File: config.mk
export PLATFORM = sky130hd
export DESIGN_NAME = sa_drain_ctrl
export DESIGN_NICKNAME = d
export VERILOG_FILES = /design/src/rtl/sa_drain_ctrl.sv
export SDC_FILE = /design/constraint.sdc
export NUM_CORES = 1
export LEC_CHECK = 0
export BUFFER_PORTS_ARGS = -buffer_cell sky130_fd_sc_hd__buf_2
export CAP_MARGIN = 20
export CORE_ASPECT_RATIO = 0.7
export CORE_UTILIZATION = 60
export CTS_CLUSTER_SIZE = 40
export DETAILED_ROUTE_END_ITERATION = 8
export PLACE_DENSITY_LB_ADDON = 0.1
export SLEW_MARGIN = 20
export SYNTH_ARGS = -nofsm -noshare
export SYNTH_HDL_FRONTEND = slang
export SYNTH_SLANG_ARGS = --single-unit
export TNS_END_PERCENT = 10
File: constraint.sdc
create_clock -name clk -period 12.45 [get_ports clk]
set_input_delay 2.49 -clock clk [delete_from_list [all_inputs] [get_ports clk]]
set_output_delay 2.49 -clock clk [all_outputs]
set_load 0.1 [all_outputs]
File: src/rtl/sa_drain_ctrl.sv
// sa_drain_ctrl: PE-array drain FSM feeding a row FIFO stream; define SA_DRAIN_RELU_EN to clamp negative lanes to 0 at FIFO write.
module sa_drain_ctrl #(
  parameter int M = 4,
  parameter int N = 4,
  parameter int FIFO_DEPTH = 8
) (
  input  logic                   clk,
  input  logic                   reset,
  input  logic                   start,
  output logic                   busy,
  output logic                   done,
  output logic                   load_sum,
  input  logic [N*32-1:0]        col_sum_in,
  output logic                   out_valid,
  input  logic                   out_ready,
  output logic [N*32-1:0]        out_data,
  output logic [$clog2(M)-1:0]   out_row,
  output logic                   out_last
);
  localparam int RW = $clog2(M);
  localparam int PW = $clog2(FIFO_DEPTH);
  localparam int CW = $clog2(FIFO_DEPTH + 1);
  localparam int EW = N * 32 + RW + 1;
  typedef enum logic [1:0] {IDLE, WAIT_SPACE, DRAIN} state_t;
  state_t          state_q;
  logic [RW-1:0]   cnt_q;
  logic            busy_q, done_q, load_q;
  logic [EW-1:0]   mem [FIFO_DEPTH];
  logic [PW-1:0]   wr_q, rd_q;
  logic [CW-1:0]   fcnt_q;
  logic [N*32-1:0] wdata;
  logic            space, push, pop;
  assign space     = fcnt_q <= CW'(FIFO_DEPTH - M);
  assign push      = load_q;
  assign pop       = out_valid && out_ready;
  assign busy      = busy_q;
  assign done      = done_q;
  assign load_sum  = load_q;
  assign out_valid = fcnt_q != '0;
  assign {out_last, out_row, out_data} = out_valid ? mem[rd_q] : '0;
`ifdef SA_DRAIN_RELU_EN
  always_comb begin
    wdata = col_sum_in;
    for (int i = 0; i < N; i++)
      wdata[i*32+:32] = col_sum_in[i*32+31] ? 32'd0 : col_sum_in[i*32+:32];
  end
`else
  assign wdata = col_sum_in;
`endif
  // Space is reserved up front so pushes during DRAIN never need to stall.
  always_ff @(posedge clk) begin
    if (reset) begin
      state_q <= IDLE;
      cnt_q   <= '0;
      busy_q  <= 1'b0;
      done_q  <= 1'b0;
      load_q  <= 1'b0;
    end else begin
      done_q <= 1'b0;
      case (state_q)
        IDLE: if (start) begin
          busy_q  <= 1'b1;
          load_q  <= space;
          state_q <= space ? DRAIN : WAIT_SPACE;
        end
        WAIT_SPACE: if (space) begin
          load_q  <= 1'b1;
          state_q <= DRAIN;
        end
        DRAIN: if (cnt_q == RW'(M - 1)) begin
          cnt_q   <= '0;
          load_q  <= 1'b0;
          busy_q  <= 1'b0;
          done_q  <= 1'b1;
          state_q <= IDLE;
        end else begin
          cnt_q <= cnt_q + 1'b1;
        end
        default: state_q <= IDLE;
      endcase
    end
  end
  always_ff @(posedge clk)
    if (push) mem[wr_q] <= {cnt_q == RW'(M - 1), RW'(M - 1) - cnt_q, wdata};
  always_ff @(posedge clk) begin
    if (reset) begin
      wr_q   <= '0;
      rd_q   <= '0;
      fcnt_q <= '0;
    end else begin
      if (push) wr_q <= wr_q == PW'(FIFO_DEPTH - 1) ? '0 : wr_q + 1'b1;
      if (pop) rd_q <= rd_q == PW'(FIFO_DEPTH - 1) ? '0 : rd_q + 1'b1;
      fcnt_q <= fcnt_q + CW'(push) - CW'(pop);
    end
  end
endmodule

Word level (Yosys, flattened, before mapping)
Memory sizes are Yosys's and may differ from the RTL's. A register that Yosys moved wholly into a read port is not among the register bits.
Cells that the tools add are included.

storage, ports and cells
  logic and storage cells = 54
  register bits after elaboration = 17
  output and inout port bits = 135
  input bits = 132
  bits in writable memories = 1048
  memories = 1

memory list
  name  words  bits a word  rd ports  clocked after memory_dff  write ports  line  text
  mem   8      131          1         1                         1            28    logic [EW-1:0] mem [FIFO_DEPTH];

cells by class
  equality and inequality tests = 8
  mux-type cells = 20
  bitwise gates (word level) = 1
  reductions and logical operators = 9
  add/sub/neg operators = 6
  order comparisons = 1

operators by type and width
  kind                                                                    count
  131-bit 2-to-1 mux                                                      1
  3-bit 2-to-1 mux                                                        4
  2-bit 2-to-1 mux                                                        5
  1-bit 2-to-1 mux                                                        7
  3-bit by 1-bit adder with 3-bit output (second input constant)          2
  3-bit == test (second input constant)                                   2
  2-bit != test (second input constant)                                   3
  2-bit one-hot mux with 3 select lines                                   1
  3-bit AND reduction                                                     2
  4-bit by 1-bit adder with 4-bit output                                  1
  2-bit == test (second input constant)                                   2
  4-bit by 3-bit <= comparator with 1-bit output (second input constant)  1
  4-bit AND reduction                                                     1
  4-bit nonzero test                                                      1
  4-bit by 1-bit subtractor with 4-bit output                             1
  1-bit one-hot mux with 3 select lines                                   1
  3-bit nonzero test                                                      1
  2-bit by 1-bit adder with 2-bit output (second input constant)          1
  2-bit by 1-bit == test with 1-bit output (second input constant)        1
  2-bit zero test                                                         1
  1-bit one-hot mux with 2 select lines                                   1
  2-bit nonzero test                                                      1
  2-bit OR reduction                                                      1
  2-bit subtractor (first input constant)                                 1
  other kinds (2)                                                         2

Logic depth before layout (Yosys ltp)
  depth after elaboration = 4
  mapped depth = 11
  mapped depth without buffers = 10

Worst setup path before layout
Ideal clock, no wire load.

  path type = reg2reg
  start = reg load_q, in the netlist load_sum
  end = mem mem[0][0] (netlist bit) (enable)
  period minus slack after synthesis = 11.033 ns
  slack = 1.417 ns
  data arrival time = 10.251 ns
  buffers on the path = 1
  data required time = 11.669 ns
  cell stages (with the launch flop) = 4
  setup time = 0.781 ns
  cells stage by stage = dfxtp_1 > clkbuf_1 > nand2b_1 > nor3_1

between the ends
  cells in the longest elaborated chain, start to end = 2

RTL lines
  what                                    line  text
  start, declared                         27    logic busy_q, done_q, load_q;
  start signal, assigned                  63    load_q <= space;
  1-bit 2-to-1 mux                        84    if (push) mem[wr_q] <= {cnt_q == RW'(M - 1), RW'(M - 1) - cnt_q, wdata};
  1-bit 2-to-1 mux (implied by the code)  84
  end, declared                           28

No other way between the ends.

==> reports/metrics.csv <==
stage;metric;value;unit
global_routing;grt_use_met2;0.376;
clock_tree;cts_buffers;94;
finish;layout_common_cells;edfxtp_1, buf_2, mux4_2;
worst_setup_path;cpLargestDelayFamily;buffers and inverters;
worst_setup_path;cp_max_fo;135;
timing;fmax;143;MHz
clock_tree;cts_tree;done;
global_routing;met3_usage;0.0634;
floorplanning;die-area;67800;µm²
placement;dpl.hpwl;42400;µm
detailed_routing;finalWirelength;79400;µm
pwr;p_seq_frac;0.384;
yosys;post_synth.cell_area_avg;24.2;µm²
yosys;synth_cells;1655;
worst_setup_path;cp.depth;5;
global_routing;grt_max_degree;136;
worst_setup_path;critPathBufInv;3;
pwr;p_int;6580;µW
clock_tree;insertion_delay;0.65;ns
timing;max_slew.worst_pin.slew;1.07;ns
worst_setup_path;r2r_end;mem[2][76]$_DFFE_PP_;
timing;hold_viol;0;
detailed_routing;dr.pass1.iters;5;
clock_tree;h-tree-depth;3;
clock_tree;cts_buffer_depth;3;
worst_setup_path;start_kind;flip-flop;
pwr;p_per_area;243;nW/µm²
timing;tns;0;ns
floorplanning;core_area;65400;µm²
global_routing;gr-total-overflow;0;
global_routing;grt_pass1_wl;119000;µm
timing;holdWs;0.485;ns
worst_setup_path;end_kind;primary output;
finish;final_common_cell;edfxtp_1;
worst_setup_path;crit_type;flip-flop to primary output;
timing;slew_viol_final;0;
detailed_routing;routedWlPerCell;27.2;µm
floorplanning;boundaryPins;267;
finish;drive_gt1_frac;0.344;
finish;nets;2100;
timing;rsz0062_at_grt;no;
timing;fin_crit;6.99;ns
detailed_routing;drc;0;
finish;final_core_util;0.692;
yosys;ys_types;32;
worst_setup_path;cp_cell_sequence;buf_4 -> buf_12 -> mux4_2 -> a22o_1 -> buf_2;
yosys;syn_area;40100;µm²
detailed_routing;vias_per_cell;6.24;
worst_setup_path;required;9.96;ns
clock_tree;path_clk_slew;0.06;ns
clock_tree;cts_resized;0;
min_path;worstHoldPathType;flip-flop to flip-flop;
outcome;status;finished, final reports clean;
worst_setup_path;r2r-start;load_sum$_SDFFE_PP0P_;
global_routing;busiest_layer;met2;
yosys;async_flop_share;0;
timing;setup_viol;0;
worst_setup_path;endpoint;out_row[0];
detailed_routing;routed-via-count;18199;
worst_setup_path;slowest_delay;1.03;ns
pwr;swShare;0.401;
placement;io_buffer_count;266;
finish;fin_cells;2918;
worst_setup_path;cp_data_arrival_time;4.50;ns
pwr;vdd_ir_drop_max;0.215;mV
finish;area_growth;13.0;%
detailed_routing;ant_nets;0;
placement;dp.cells;2738;
worst_setup_path;reg2reg_slack;8.92;ns
floorplanning;rows;78;
global_routing;grt_pass1_vias;19012;
yosys;ys.warnings.count;0;
clock_tree;cts_root_buffer;clkbuf_16;
clock_tree;cts_hold_buf;0;
pwr;p_clk_frac;0.250;
pwr;leakage;0.0146;µW
global_routing;grt_usage;0.239;
timing;fin_crit_sh;0.562;
floorplanning;start_util;0.613;
pwr;p_sw;4400;µW
timing;finClkSkew;0.0188;ns
global_routing;antenna_found_initial;18;
global_routing;use_met1;0.341;
timing;maxSlewHeadroom;0.288;
yosys;synth_edf_count;1048;
yosys;ys_seq_elements;1068;
clock_tree;cts_setup_buffers;0;
placement;gp_congestion;0.734;
floorplanning;dieHeight;218;µm
pwr;p_comb_frac;0.366;
clock_tree;clock-sinks;1068;
yosys;ys_seq_area_frac;0.795;
floorplanning;die_w;311;µm
worst_setup_path;reg2reg_depth;4;
job;max-cap-violations;0;
yosys;ys.flop_type;edfxtp_1;
yosys;syn_nets;1801;
worst_setup_path;slowest_stage;dfxtp_4;
detailed_routing;dr.first_iter.drc_count;1553;
-- stage by stage --
stage / area [µm²] / setup slack [ns] / power (µW)
3_5_place_dp: 42300 / 6.10 / 8350
2_1_floorplan: 40100 / 1.42 / 7670
3_3_place_gp: 42300 / 6.05 / 8320
4_1_cts: 45200 / 5.40 / 11100
6_report: 45300 / 5.46 / 11000
5_1_grt: 45300 / 5.28 / 11300
-- kinds of logic after synthesis --
family / count (synthesis) / synth area share
mux: 265 / 0.148
xor+xnor: 2 / 0.000437
buf+inv: 103 / 0.0137
flops: 1068 / 0.795
fa+ha+maj: 14 / 0.00456
simple gates: 52 / 0.00653
compound gates: 151 / 0.0313
-- how the worst min path moves through the flow --
stage	startpoint	endpoint	slack (ns)	cells past startpoint
after floorplan	rd_q[1]$_SDFFE_PP0P_	flip-flop	0.46	2
after global placement	rd_q[1]$_SDFFE_PP0P_	flip-flop	0.47	2
after detailed placement	rd_q[1]$_SDFFE_PP0P_	flip-flop	0.48	2
after CTS	rd_q[1]$_SDFFE_PP0P_	rd_q[1]$_SDFFE_PP0P_	0.49	2
after global routing	rd_q[1]$_SDFFE_PP0P_	flip-flop	0.51	2
final	rd_q[1]$_SDFFE_PP0P_	flip-flop	0.48	2
-- synthesized netlist by cell type (2+ instances only) --
cell | n | share of area
dfxtp_1 | 20 | 0.010
mux2i_1 | 3 | 0.00075
nand3_1 | 3 | 0.00037
nor2_1 | 20 | 0.0019
nor2b_1 | 3 | 0.00047
buf_6 | 15 | 0.0042
clkbuf_1 | 28 | 0.0026
nor3b_1 | 2 | 0.00037
ha_1 | 13 | 0.0041
nand2_1 | 8 | 0.00075
a22o_1 | 131 | 0.029
o21ai_0 | 3 | 0.00037
buf_1 | 9 | 0.00084
a21oi_1 | 14 | 0.0017
edfxtp_1 | 1048 | 0.79
inv_1 | 11 | 0.0010
or3_1 | 2 | 0.00031
nand2b_1 | 5 | 0.00078
nor3_1 | 4 | 0.00050
buf_2 | 40 | 0.0050
mux4_2 | 262 | 0.15
-- tightest hold or removal path, delay by kind of cell (launching register included) --
| family | cells | cell delay (ns) |
|---|---|---|
| AND/OR/NAND/NOR | 1 | 0.07 |
| AO/OA/AOI/OAI | 1 | 0.06 |
| flip-flops | 1 | 0.31 |
-- routing by layer --
layer  part of all wire  wire (µm)
met5             0.0013        107
met2               0.49      38600
met1               0.42      33700
met4              0.017       1320
met3              0.071       5660
-- power groups by stage --
stage	registers (µW)	logic, µW	clock network, µW
global placement	4290	4030	0
CTS	4230	4050	2790
finish	4220	4020	2750
detailed placement	4300	4040	0
floorplan	4300	3380	0
global route	4240	4160	2930
-- area by class of cell --
cell class | instances | area [µm²]
Sequential cell | 1068 | 31900
Timing Repair Buffer | 295 | 1610
Multi-Input combinational cell | 484 | 7710
Tap cell | 880 | 1100
Antenna cell | 8 | 20.0
Inverter | 11 | 41.3
Clock inverter | 54 | 374
Fill cell | 4045 | 20100
Clock buffer | 118 | 2530
-- state kept, by name (all words and copies together), names as in the netlist, named ones only --
signal,cells
busy,1
cnt_q,2
done,1
fcnt_q,4
load_sum,1
mem,1048
rd_q,3
state_q,2
wr_q,3
No activity file was read; power rests on OpenSTA's default activity.
